**config.mk**
```make
export PLATFORM = sky130hd
export DESIGN_NAME = sgpio_tx_param_flat
export DESIGN_NICKNAME = d
export VERILOG_FILES = /design/src/rtl/sgpio_tx_param_if.sv /design/src/rtl/sgpio_tx_param.sv /design/src/flat_wrapper.sv
export SDC_FILE = /design/constraint.sdc
export NUM_CORES = 1
export LEC_CHECK = 0
export CELL_PAD_IN_SITES_DETAIL_PLACEMENT = 0
export CELL_PAD_IN_SITES_GLOBAL_PLACEMENT = 1
export CORE_MARGIN = 4
export CORE_UTILIZATION = 39
export CTS_CLUSTER_SIZE = 24
export DETAILED_ROUTE_END_ITERATION = 10
export PLACE_DENSITY_LB_ADDON = 0.1
export SLEW_MARGIN = 10
export SYNTH_ARGS = -nofsm -noshare
export SYNTH_HDL_FRONTEND = slang
export SYNTH_SLANG_ARGS = --single-unit
```
**constraint.sdc**
```tcl
create_clock -name SYSCLK -period 2.6 [get_ports SYSCLK]
set_input_delay 0.52 -clock SYSCLK [delete_from_list [all_inputs] [get_ports SYSCLK]]
set_output_delay 0.52 -clock SYSCLK [all_outputs]
set_load 0.01 [all_outputs]
```
**src/rtl/sgpio_tx_param_if.sv**
```systemverilog
// sgpio_tx_param_if: drive-status inputs and SGPIO outputs of the SGPIO transmitter.
// master: the status source, which drives ENABLE/ACT_IN/LOC_IN/FLT_IN and watches the SGPIO side.
// slave: the transmitter, which drives SGPIO_CK/LD/DATA, FRAME_DONE and FRAME_CNT.
interface sgpio_tx_param_if #(parameter int DRIVES = 36);
  logic              ENABLE;
  logic [DRIVES-1:0] ACT_IN;
  logic [DRIVES-1:0] LOC_IN;
  logic [DRIVES-1:0] FLT_IN;
  logic              SGPIO_CK;
  logic              SGPIO_LD;
  logic              SGPIO_DATA;
  logic              FRAME_DONE;
  logic [7:0]        FRAME_CNT;
  modport master (output ENABLE, ACT_IN, LOC_IN, FLT_IN,
                  input  SGPIO_CK, SGPIO_LD, SGPIO_DATA, FRAME_DONE, FRAME_CNT);
  modport slave  (input  ENABLE, ACT_IN, LOC_IN, FLT_IN,
                  output SGPIO_CK, SGPIO_LD, SGPIO_DATA, FRAME_DONE, FRAME_CNT);
endinterface

```
**src/rtl/sgpio_tx_param.sv**
```systemverilog
// sgpio_tx_param: parametrised SGPIO serializer of per-drive ACT/LOC/FLT status.
// Ports: SYSCLK, RESET (sync, active-high), bus (sgpio_tx_param_if.slave):
//   ENABLE, ACT_IN, LOC_IN, FLT_IN in; SGPIO_CK, SGPIO_LD, SGPIO_DATA, FRAME_DONE, FRAME_CNT out.
// Compile-time option ACT_STRETCH_EN: hold each ACT bit high for STRETCH_FRAMES extra frames.
module sgpio_tx_param #(
  parameter int DRIVES         = 36,
  parameter int BITS_PER_DRV   = 3,
  parameter int CLK_DIV        = 50,
  parameter int STRETCH_FRAMES = 4
) (
  input logic SYSCLK,
  input logic RESET,
  sgpio_tx_param_if.slave bus
);
  localparam int FB = DRIVES * BITS_PER_DRV;
  localparam int IW = FB > 1 ? $clog2(FB) : 1;
  localparam int PW = $clog2(CLK_DIV);
  typedef enum logic {IDLE, SHIFT} state_t;
  state_t            state_q;
  logic              en_m_q, en_s_q;
  logic [DRIVES-1:0] act_m_q, act_s_q, loc_m_q, loc_s_q, flt_m_q, flt_s_q, act_tx;
  logic [FB-1:0]     snap, shadow_q;
  logic [IW-1:0]     idx_q, idx_d;
  logic [PW-1:0]     pre_q;
  logic              ck_q, ld_q, data_q, done_q;
  logic [7:0]        cnt_q;
  logic              tick, fall, last, snap_go;
  // Synchronisers are deliberately not reset so a held ENABLE restarts a frame
  // on the first cycle after RESET drops.
  always_ff @(posedge SYSCLK) begin
    {en_s_q, en_m_q}   <= {en_m_q, bus.ENABLE};
    {act_s_q, act_m_q} <= {act_m_q, bus.ACT_IN};
    {loc_s_q, loc_m_q} <= {loc_m_q, bus.LOC_IN};
    {flt_s_q, flt_m_q} <= {flt_m_q, bus.FLT_IN};
  end
`ifdef ACT_STRETCH_EN
  for (genvar d = 0; d < DRIVES; d++) begin : g_st
    logic [3:0] st_q;
    always_ff @(posedge SYSCLK)
      if (RESET) st_q <= '0;
      else if (snap_go) st_q <= act_s_q[d] ? 4'(STRETCH_FRAMES) : st_q - 4'(st_q != 4'd0);
    assign act_tx[d] = act_s_q[d] | (st_q != 4'd0);
  end
`else
  localparam int unused_stretch = STRETCH_FRAMES;
  assign act_tx = act_s_q;
`endif
  for (genvar d = 0; d < DRIVES; d++) begin : g_snap
    assign snap[d*BITS_PER_DRV] = act_tx[d];
    if (BITS_PER_DRV > 1) begin : g_loc
      assign snap[d*BITS_PER_DRV+1] = loc_s_q[d];
    end
    if (BITS_PER_DRV > 2) begin : g_flt
      assign snap[d*BITS_PER_DRV+2] = flt_s_q[d];
    end
  end
  assign tick    = pre_q == PW'(CLK_DIV - 1);
  assign fall    = state_q == SHIFT && tick && ck_q;
  assign last    = idx_q == IW'(FB - 1);
  assign idx_d   = idx_q + 1'b1;
  // A new snapshot starts either from IDLE or back-to-back on the last falling edge.
  assign snap_go = en_s_q && (state_q == IDLE || (fall && last));
  always_ff @(posedge SYSCLK)
    if (RESET) begin
      state_q  <= IDLE;
      pre_q    <= '0;
      ck_q     <= 1'b0;
      ld_q     <= 1'b0;
      data_q   <= 1'b0;
      done_q   <= 1'b0;
      cnt_q    <= '0;
      idx_q    <= '0;
      shadow_q <= '0;
    end else begin
      done_q <= fall && last;
      cnt_q  <= cnt_q + 8'(fall && last);
      pre_q  <= (state_q == IDLE || tick) ? '0 : pre_q + 1'b1;
      ck_q   <= ck_q ^ tick;
      if (snap_go) begin
        state_q  <= SHIFT;
        idx_q    <= '0;
        shadow_q <= snap;
        ld_q     <= 1'b1;
        data_q   <= snap[0];
      end else if (fall && !last) begin
        idx_q  <= idx_d;
        data_q <= shadow_q[idx_d];
        ld_q   <= 1'b0;
      end else if (fall) begin
        state_q <= IDLE;
        ld_q    <= 1'b0;
        data_q  <= 1'b0;
      end
    end
  assign bus.SGPIO_CK   = ck_q;
  assign bus.SGPIO_LD   = ld_q;
  assign bus.SGPIO_DATA = data_q;
  assign bus.FRAME_DONE = done_q;
  assign bus.FRAME_CNT  = cnt_q;
endmodule

```
**src/flat_wrapper.sv**
```systemverilog
// flat-port wrapper written by rule: the top's interface ports become plain ports
module sgpio_tx_param_flat 
#(
  parameter int DRIVES         = 36,
  parameter int BITS_PER_DRV   = 3,
  parameter int CLK_DIV        = 50,
  parameter int STRETCH_FRAMES = 4
)
  (SYSCLK, RESET, bus_ENABLE, bus_ACT_IN, bus_LOC_IN, bus_FLT_IN, bus_SGPIO_CK, bus_SGPIO_LD, bus_SGPIO_DATA, bus_FRAME_DONE, bus_FRAME_CNT);
  sgpio_tx_param_if #(.DRIVES(DRIVES)) bus_i ();
  input logic SYSCLK;
  input logic RESET;
  input wire logic [$bits(bus_i.ENABLE)-1:0] bus_ENABLE;
  input wire logic [$bits(bus_i.ACT_IN)-1:0] bus_ACT_IN;
  input wire logic [$bits(bus_i.LOC_IN)-1:0] bus_LOC_IN;
  input wire logic [$bits(bus_i.FLT_IN)-1:0] bus_FLT_IN;
  output wire logic [$bits(bus_i.SGPIO_CK)-1:0] bus_SGPIO_CK;
  output wire logic [$bits(bus_i.SGPIO_LD)-1:0] bus_SGPIO_LD;
  output wire logic [$bits(bus_i.SGPIO_DATA)-1:0] bus_SGPIO_DATA;
  output wire logic [$bits(bus_i.FRAME_DONE)-1:0] bus_FRAME_DONE;
  output wire logic [$bits(bus_i.FRAME_CNT)-1:0] bus_FRAME_CNT;
  assign bus_i.ENABLE = bus_ENABLE;
  assign bus_i.ACT_IN = bus_ACT_IN;
  assign bus_i.LOC_IN = bus_LOC_IN;
  assign bus_i.FLT_IN = bus_FLT_IN;
  assign bus_SGPIO_CK = bus_i.SGPIO_CK;
  assign bus_SGPIO_LD = bus_i.SGPIO_LD;
  assign bus_SGPIO_DATA = bus_i.SGPIO_DATA;
  assign bus_FRAME_DONE = bus_i.FRAME_DONE;
  assign bus_FRAME_CNT = bus_i.FRAME_CNT;
  sgpio_tx_param #(.DRIVES(DRIVES), .BITS_PER_DRV(BITS_PER_DRV), .CLK_DIV(CLK_DIV), .STRETCH_FRAMES(STRETCH_FRAMES)) u_core (.SYSCLK(SYSCLK), .RESET(RESET), .bus(bus_i));
endmodule
```
==> impl_metrics.json <==
{
  "run_status": "finished clean",
  "maxSlewViolCount": 0,
  "worst_skew_pair.late_latency_ns": 0.51,
  "synthesis.instances": 922,
  "final_min_period_over_clock_period": 0.947,
  "hold_viol_final": 0,
  "num_antenna_cells": 0,
  "synth.distinct_cells": 42,
  "worstHoldStart": "u_core.act_m_q[10]$_DFF_P_",
  "cts-buffers-inserted": 35,
  "gr-usage-met2": 0.213,
  "synth.yosys.seq_area_share": 0.682,
  "grt.overflow.total": 0,
  "tightestPinTransition_ns": 0.583,
  "clock_tree.buffer_depth": 3,
  "finalCriticalPeriod_ns": 2.46,
  "antenna_violating_nets_left": 0,
  "worst-endpoint-arrival_ns": 2.87,
  "timing.critical_path.from_type": "flop",
  "area_growth_syn_to_layout_pct": 28.6,
  "yosysWarnings": 0,
  "number_of_placement_rows": 59,
  "finClkSkew_ns": 0.0111,
  "setup_total_negative_slack_ns": 0,
  "placed_cells_incl_taps": 1354,
  "initial_core_util": 0.397,
  "core_area_um2": 26100,
  "tritoncts": "yes",
  "die_w_um": 171,
  "n_fill_cell": 2396,
  "htreeDepth": 2,
  "first_iter_violations": 287,
  "first_pass_grt_wire_length_um": 32700,
  "worstSetupPathType": "reg -> reg",
  "cp_num_buf_inv": 2,
  "global_route.usage.total": 0.138,
  "firstDrtPassIters": 4,
  "number_of_port_buffers": 122,
  "max_slew_margin": 0.611,
  "gp_routability_congestion": 0.760,
  "largest_net_degree_at_the_start_of_global_routing": 61,
  "power.internal_w": 0.00939,
  "power_frac_clock": 0.467,
  "clockRootBuffer": "sky130_fd_sc_hd__clkbuf_16",
  "grt_pass1_vias": 6362,
  "power-per-cell-area_nw_per_um2": 882,
  "wirelength_um": 20200,
  "pwr-share-comb": 0.041,
  "worstSetupEndpointType": "flop",
  "power.share.sequential": 0.492,
  "synth-edff-count": 0,
  "fin_cells": 1419,
  "die_height_um": 171,
  "route.detailed.drc": 0,
  "timing.critical_path.cells": "ha_4, buf_4, buf_4, mux4_2, mux2i_1, o22ai_1, nor3b_1, nor4b_1, a21o_1",
  "critical-path-top-delay-family": "multiplexers",
  "synthesized_area_per_cell_um2": 11.2,
  "worstReg2RegStart": "u_core.idx_q[1]$_SDFFE_PP0P_",
  "layout.cells.most_common": "sky130_fd_sc_hd__dfxtp_1",
  "detailroute.via_count": 6445,
  "maxClockFrequency_mhz": 406,
  "synth_flop_cell": "sky130_fd_sc_hd__dfxtp_1",
  "design.portCount": 123,
  "critical_path.max_stage_delay_ns": 0.51,
  "worst_vdd_ir_v": 0.000596,
  "p_leak_nw": 5.13,
  "power_switching_w": 0.00234,
  "syn-cell-area_um2": 10300,
  "hold_path.class": "reg -> reg",
  "fp.dieArea_um2": 29200,
  "cpMaxStageDelayCell": "sky130_fd_sc_hd__mux4_2",
  "drive_gt1_frac": 0.112,
  "setup_viol": 0,
  "cts.clk_slew.worst_paths_ns": 0.06,
  "antenna_found_initial": 0,
  "cts_sinks": 352,
  "drt-vias-per-instance": 4.54,
  "finish.net_count": 1173,
  "worst-path-max-fanout": 9,
  "crit_top_cell": "sky130_fd_sc_hd__buf_4",
  "rsz0062_at_grt": "no",
  "crit_start": "u_core.idx_q[1]$_SDFFE_PP0P_",
  "gr-usage-met1": 0.195,
  "hpwlAfterDp_um": 13200,
  "switching_share": 0.200,
  "timing.critical_path.required_ns": 3.01,
  "synth-async-reset-ratio": 0,
  "maxCapViolCount": 0,
  "met3_usage": 0.0293,
  "syn_nets": 1038,
  "grt_busiest_layer": "met2",
  "seq_cells_post_synth": 352,
  "most_frequent_cells_in_the_layout": "sky130_fd_sc_hd__dfxtp_1, sky130_fd_sc_hd__nand2_1, sky130_fd_sc_hd__clkdlybuf4s50_1",
  "post_drt_wl_per_cell_um": 14.2
}
worst reg2reg max path, stage by stage, from the launching register on:
cell	delay, ns
sky130_fd_sc_hd__dfxtp_1	0.34
sky130_fd_sc_hd__ha_4	0.36
sky130_fd_sc_hd__buf_4	0.14
sky130_fd_sc_hd__buf_4	0.19
sky130_fd_sc_hd__mux4_2	0.51
sky130_fd_sc_hd__mux2i_1	0.22
sky130_fd_sc_hd__o22ai_1	0.13
sky130_fd_sc_hd__nor3b_1	0.20
sky130_fd_sc_hd__nor4b_1	0.07
sky130_fd_sc_hd__a21o_1	0.20
kinds of logic after synthesis:
logic type | share of synthesized area
xor+xnor | 0.0194
fa+ha+maj | 0.00605
compound gates | 0.0672
simple gates | 0.128
flops | 0.682
mux | 0.0685
buf+inv | 0.0298
area by class of cell:
cell class                 instances  area, um^2  share of cell area
clock inverter                    17         285              0.0215
tap                              335         419              0.0315
inverter                           4        15.0             0.00113
multi-input combinational        512        3030               0.228
sequential                       352        7050               0.530
clock buffer                      47        1010              0.0761
timing repair buffer             152        1490               0.112
synth_stat cells, types with 2 or more instances:
master	n	area, um^2
sky130_fd_sc_hd__ha_1	5	62.6
sky130_fd_sc_hd__mux2i_1	13	130
sky130_fd_sc_hd__nor4_1	3	18.8
sky130_fd_sc_hd__mux2_2	3	33.8
sky130_fd_sc_hd__xnor2_1	10	87.6
sky130_fd_sc_hd__nor3_1	13	65.1
sky130_fd_sc_hd__o21ai_0	6	30.0
sky130_fd_sc_hd__nor2b_1	4	25.0
sky130_fd_sc_hd__nand2b_1	3	18.8
sky130_fd_sc_hd__buf_6	7	78.8
sky130_fd_sc_hd__mux4_2	16	360
sky130_fd_sc_hd__buf_2	11	55.1
sky130_fd_sc_hd__buf_4	2	15.0
sky130_fd_sc_hd__clkbuf_1	32	120
sky130_fd_sc_hd__mux4_1	7	184
sky130_fd_sc_hd__a2111oi_0	2	17.5
sky130_fd_sc_hd__and2_1	2	12.5
sky130_fd_sc_hd__nor2_1	21	78.8
sky130_fd_sc_hd__nand4_1	2	12.5
sky130_fd_sc_hd__nand3_1	17	85.1
sky130_fd_sc_hd__and3_1	5	31.3
sky130_fd_sc_hd__inv_1	4	15.0
sky130_fd_sc_hd__nand2_1	236	886
sky130_fd_sc_hd__dfxtp_1	352	7050
sky130_fd_sc_hd__xor2_1	11	96.3
sky130_fd_sc_hd__a21oi_1	114	571
sky130_fd_sc_hd__and4_1	2	17.5
sky130_fd_sc_hd__o22ai_1	2	12.5
sky130_fd_sc_hd__nor4b_1	4	35.0
flip-flops by register name, indices dropped and copies added (netlist names):
name and cells:
u_core.act_m_q 36, u_core.act_s_q 36, u_core.bus.FRAME_CNT 8, u_core.bus.FRAME_DONE 1, u_core.bus.SGPIO_CK 1, u_core.bus.SGPIO_DATA 1
u_core.bus.SGPIO_LD 1, u_core.en_m_q 1, u_core.en_s_q 1, u_core.flt_m_q 36, u_core.flt_s_q 36, u_core.idx_q 7
u_core.loc_m_q 36, u_core.loc_s_q 36, u_core.pre_q 6, u_core.shadow_q 108, u_core.state_q 1
power groups by stage:
stage / Clock, W / Combinational, W / Sequential, W
floorplan: 0 / 0.000249 / 0.00585
global placement: 0 / 0.000482 / 0.00590
detailed placement: 0 / 0.000487 / 0.00590
CTS: 0.00565 / 0.000488 / 0.00578
global route: 0.00588 / 0.000537 / 0.00580
finish: 0.00548 / 0.000478 / 0.00578
path summary, 6_finish.rpt:
check / endpoint / slack [ns] / cells past startpoint
worst max-delay path: u_core.bus.SGPIO_DATA$_SDFFE_PP0P_ / 0.14 / 9
worst min-delay path: u_core.act_s_q[10]$_DFF_P_ / 0.32 / 0
worst max register to register: u_core.bus.SGPIO_DATA$_SDFFE_PP0P_ / 0.14 / 9
worst min register to register: u_core.act_s_q[10]$_DFF_P_ / 0.32 / 0
timing repair:
action	CTS	global route
buffers inserted	0	1
gates cloned	0	0
hold buffers	0	0
endpoints found under the setup margin	1	1
pin swaps	0	2
gates resized for setup	3	6
through the flow:
step	util	total power (W)	hold WS, ns	instance area [um^2]	setup WS [ns]
2_1_floorplan	-	0.00610	0.310	10300	0.228
3_3_place_gp	0.459	0.00638	0.312	12000	-0.0358
3_5_place_dp	0.459	0.00639	0.312	12000	-0.102
4_1_cts	0.509	0.0119	0.323	13300	0.0486
5_1_grt	0.510	0.0122	0.326	13300	0.0142
6_report	0.510	0.0117	0.322	13300	0.138
metal layers:
metal / share of wire / routed length (um)
met1: 0.49 / 9820
met2: 0.44 / 8910
met3: 0.050 / 1020
met4: 0.021 / 416
met5: 0 / 0
Note: power is estimated with default switching activity, not from simulation.
==> RTL change 1, RTL diff (config.mk and constraints unchanged) <==
The option `ACT_STRETCH_EN` is turned on by a define.
--- a/src/rtl/sgpio_tx_param.sv
+++ b/src/rtl/sgpio_tx_param.sv
@@ -2,6 +2,8 @@
 // Ports: SYSCLK, RESET (sync, active-high), bus (sgpio_tx_param_if.slave):
 //   ENABLE, ACT_IN, LOC_IN, FLT_IN in; SGPIO_CK, SGPIO_LD, SGPIO_DATA, FRAME_DONE, FRAME_CNT out.
 // Compile-time option ACT_STRETCH_EN: hold each ACT bit high for STRETCH_FRAMES extra frames.
+`define ACT_STRETCH_EN
+
 module sgpio_tx_param #(
   parameter int DRIVES         = 36,
   parameter int BITS_PER_DRV   = 3,
Behaviour: same outputs for any inputs over 10 cycles, from zero or initial values and one cycle with RESET high; that may be too few to reach the edited logic, so the function may still have changed.
==> RTL change 1 against the original RTL <==
- sequential cell count rose by 144
- synthesized cell count up 100%
- via count rose by 99%
- utilization fell by 2.8 points
- total power is 48% higher
- synthesized area grew 70%
- worst setup slack improved by 120 ps
- design area increased by 61%
- non-clock buffer count is 10 higher
- routed wire length rose by 87%
- count of clock-buffer cells in the layout increased by 27
- highest routed layer unchanged
==> RTL change 1: results (changes against the original RTL) <==
Outcome - completed (unchanged)
GPL Wtd Cong - 0.7828 (was 0.7596)
Inst Count DP - 2,539 (was 1,354)
Filler instances - 4,246 (was 2,396)
Detailed placement HPWL - 25.09 mm (was 13.24 mm)
H-tree level count - 2 (unchanged)
Post-Syn Area per Cell - 9.386 sq um (was 11.21 sq um)
Final net count - 2,189 (was 1,173)
GRT Total Usage - 15.44% (was 13.83%)
Peak VDD IR - 0.5477 mV (was 0.5959 mV)
Critical Path AT - 2860 ps (was 2870 ps)
Post-route cell area - 0.02140 sq mm (was 0.01330 sq mm)
Max-Cap Viols - 0 (unchanged)
Syn Nets - 2,065 (was 1,038)
Antenna cells - 0 (unchanged)
First-pass GRT wire length - 61.48 mm (was 32.65 mm)
Leakage - 8.107 nW (was 5.125 nW)
Via/cell ratio - 4.870 (was 4.542)
Placed cell areas - 0.01966 sq mm (was 0.01195 sq mm)
Sequential-to-total area share from yosys stat - 56.36% (was 68.16%)
Worst min path class - reg -> reg (unchanged)
Drt wl/cell - 14.30 microns (was 14.21 microns)
Initial antenna violation count - 0 (unchanged)
Initial DRC count - 786 (was 287)
Synth Warn # - 0 (unchanged)
Port buffer count - 122 (unchanged)
Largest net degree at the start of global routing - 77 (was 61)
Reg clk slew, reported paths - 60 ps (about the same)
CP Max Fanout - 76 (was 9)
Commonest cells post-synth - dfxtp_1 (496), nor2_1 (343), a21oi_1 (218) (was dfxtp_1 (352), nand2_1 (236), a21oi_1 (114))
Number of global-route vias before repair - 12.35k (was 6,362)
Async S/R FF share, synth - 0% (unchanged)
Count of different cell masters after synthesis - 46 (was 42)
Largest regs - u_core.g_st.st_q x144, u_core.shadow_q x108
CTS buffer count - 52 (was 35)
TNS Setup - 0 ps (unchanged)
Drt first pass iters - 5 (was 4)
Synth area leaders - dfxtp_1 (56%), nor2_1 (7.3%), a21oi_1 (6.2%) (was dfxtp_1 (68%), nand2_1 (8.6%), a21oi_1 (5.5%))
Worst-Skew Late Latency - 590 ps (was 510 ps)
Layout cell share with drive strength beyond 1 - 7.884% (was 11.16%)
Total wire length - 37.65 mm (was 20.16 mm)
CTS Buffer Depth - 3 (unchanged)
Tightest Pin Transition - 601.4 ps (was 582.8 ps)
Worst Skew - 26.95 ps (was 11.14 ps)
-- RTL change 1: changes by cell type after synthesis, moves of 72 or more --
cell / unedited run / this run
dfxtp_1: 352 / 496
a21oi_1: 114 / 218
ha_1: 5 / 77
nor2_1: 21 / 343
inv_1: 4 / 77
nor3_1: 13 / 154
-- RTL change 1: logic make-up (layout without fill, tap and decap cells) --
family,count (synthesis),count (layout),share of synthesized area (%)
flops,496,496,56.36
xor+xnor,23,23,1.271
buf+inv,169,334,3.970
compound gates,310,310,9.843
mux,40,40,4.119
fa+ha+maj,77,77,5.468
simple gates,762,762,18.97
-- RTL change 1: area by class of cell --
class / count / share of cell area (%)
clock buffers: 74 / 6.939
inverters: 77 / 1.350
clock inverters: 21 / 1.193
well taps: 592 / 3.461
multi-input cells: 1212 / 32.78
flip-flops and latches: 496 / 46.39
repair buffers: 162 / 7.886
-- RTL change 1: critical path, stage by stage (launching register included) --
cell and delay (ps):
dfxtp_1 340, ha_2 190, nand4_1 110, or3_1 410, o21ai_2 340, nand2_8 160
buf_12 240, nor2_1 180, nand4b_1 120, a21oi_1 160
-- RTL change 1: power breakdown --
group	internal [mW]	leakage [nW]	switching, mW
combinational	0.722	3.15	0.846
clock	4.48	0.846	3.00
sequential	8.03	4.11	0.272
total	13.2	8.11	4.12
-- RTL change 1: stage by stage --
stage | hold WS [ps] | setup slack (ps)
floorplan | 309.6 | 260.2
CTS | 326.1 | 103.1
finish | 324.1 | 255.8
global placement | 311.0 | 151.9
detailed placement | 312.1 | 121.9
global route | 329.5 | 31.72
-- RTL change 1: final timing paths --
kind	from	to	slack [ps]	cells past startpoint
setup / recovery	u_core.idx_q[0]$_SDFFE_PP0P_	u_core.g_st[3].st_q[3]$_SDFFE_PP0P_	260	9
hold / removal	u_core.flt_m_q[0]$_DFF_P_	u_core.flt_s_q[0]$_DFF_P_	320	0
setup reg to reg	u_core.idx_q[0]$_SDFFE_PP0P_	u_core.g_st[3].st_q[3]$_SDFFE_PP0P_	260	9
hold reg to reg	u_core.flt_m_q[0]$_DFF_P_	u_core.flt_s_q[0]$_DFF_P_	320	0
-- RTL change 1: what timing repair did --
item | CTS | global route
setup endpoints to repair | 0 | 1
buffers inserted | 0 | 0
resized for setup | 0 | 1
-- RTL change 1: routing by layer --
layer	global-route usage (%)	wire length [microns]	vias to the layer above
met5	0	0	-
met4	4.660	755	0
met3	2.678	1249	53
met2	26.38	18150	166
met1	20.10	17500	5948
li1	-	-	6660
==> RTL change 2, RTL diff (same flow settings) <==
Without the edit above. One comparison of `idx_q` changes from == to >=.
--- a/src/rtl/sgpio_tx_param.sv
+++ b/src/rtl/sgpio_tx_param.sv
@@ -56,7 +56,7 @@
   end
   assign tick    = pre_q == PW'(CLK_DIV - 1);
   assign fall    = state_q == SHIFT && tick && ck_q;
-  assign last    = idx_q == IW'(FB - 1);
+  assign last    = idx_q >= IW'(FB - 1);
   assign idx_d   = idx_q + 1'b1;
   // A new snapshot starts either from IDLE or back-to-back on the last falling edge.
   assign snap_go = en_s_q && (state_q == IDLE || (fall && last));
Formal check against the unedited RTL: no difference found for any inputs over 10 cycles, from zero or initial values and one cycle with RESET high; that may be too few to reach the edited logic, so the function may still have changed.
==> RTL change 2 against the original RTL <==
- synthesized area shrank 0.36%
- total power rose by 1.6%
- sequential cell count unchanged
- sequential power barely moved
- worst setup slack got worse by 140 ps
- via count fell by 1.3%
- routed wire length increased by 0.30%
- hold slack got worse by 2.6 ps
- design area is essentially flat
- critical path type unchanged
- critical endpoint unchanged
==> RTL change 2: results (changes against the original RTL) <==
Critical Path AT - 2990 ps (was 2870 ps)
Metal3 WL - 922 microns (was 1.016 mm)
Filler instances - 2,425 (was 2,396)
Synth area leaders - dfxtp_1 (68%), nand2_1 (8.5%), a21oi_1 (5.4%) (was dfxtp_1 (68%), nand2_1 (8.6%), a21oi_1 (5.5%))
Syn Nets - 1,013 (was 1,038)
Post-synthesis xor/xnor area fraction - 2.113% (was 1.936%)
Post-Place Setup Slack - -256.8 ps (was -102.2 ps)
Peak VDD IR - 0.6387 mV (was 0.5959 mV)
Multi-input combinational cell area - 0.002974 sq mm (was 0.003025 sq mm)
Worst path slowest cell - mux4_1 (was mux4_2)
R2r setup slk - 2 ps (was 140 ps)
CP max stage delay - 530 ps (was 510 ps)
Register area - 0.007049 sq mm (was 0.007048 sq mm)
Met2 WL - 9.035 mm (was 8.905 mm)
Inst Count DP - 1,327 (was 1,354)
Layout cell share with drive strength beyond 1 - 10.86% (was 11.16%)
CP startpoint - u_core.idx_q[0]$_SDFFE_PP0P_ (was u_core.idx_q[1]$_SDFFE_PP0P_)
Commonest cells post-synth - dfxtp_1 (352), nand2_1 (234), a21oi_1 (112) (was dfxtp_1 (352), nand2_1 (236), a21oi_1 (114))
Via count - 6,362 (was 6,445)
Num sequential - 352 (unchanged)
Synth Area in Adders - 0.6073% (was 0.6051%)
Clk pwr - 5.67 mW (was 5.48 mW)
Buffers excl. clock - 150 (was 152)
Cell count after synthesis - 897 (was 922)
GR Util met1 - 19.63% (was 19.52%)
Leakage - 5.198 nW (was 5.125 nW)
Setup Fix Bufs, Post-CTS - 5 (was 0)
Slew margin rel. - 38.61% (was 61.14%)
Outcome - completed (unchanged)
Post-synthesis compound-gate area fraction - 6.450% (was 6.717%)
Comb pwr - 469 uW (was 478 uW)
GR Util met2 - 21.41% (was 21.34%)
Total wire length - 20.22 mm (was 20.16 mm)
Worst r2r path cells - 7 (was 9)
Hold Path End - u_core.act_s_q[32]$_DFF_P_ (was u_core.act_s_q[10]$_DFF_P_)
Post_cts resized - 19 (was 3)
Detailed placement HPWL - 13.04 mm (was 13.24 mm)
CTS buffer count - 36 (was 35)
ClkCell Share - 10.17% (was 9.757%)
First-pass GRT wire length - 32.77 mm (was 32.65 mm)
Sw power - 2.331 mW (was 2.343 mW)
Worst Skew - 26.44 ps (was 11.14 ps)
-- RTL change 2: cell count changes after synthesis, sizes merged, moves of 4 or more --
cell and delta:
nor4b -4, clkbuf +4, buf -7, mux4 +7, o21ai -4, nand3 -5
nor3 -5, mux2i -12
-- RTL change 2: kinds of logic (layout without fill, tap and decap cells) --
family,count (synthesis),in the layout
flops,352,352
simple gates,303,303
compound gates,126,126
buf+inv,55,217
mux,32,32
xor+xnor,24,24
fa+ha+maj,5,5
-- RTL change 2: worst register-to-register path, stage by stage, from the launching register on --
cell	delay, ps
dfxtp_2	340
ha_4	300
buf_6	120
mux4_1	530
mux4_2	500
a21oi_2	130
nor4_1	80
or4_1	490
-- RTL change 2: through the flow --
step / setup TNS (ps) / hold slack (ps) / area, sq um
3_5_place_dp: -256.8 / 312.1 / 11900
4_1_cts: 0 / 322.1 / 13310
2_1_floorplan: 0 / 309.6 / 10300
5_1_grt: -66.83 / 324.8 / 13300
6_report: 0 / 319.8 / 13300
3_3_place_gp: -176.2 / 311.6 / 11900
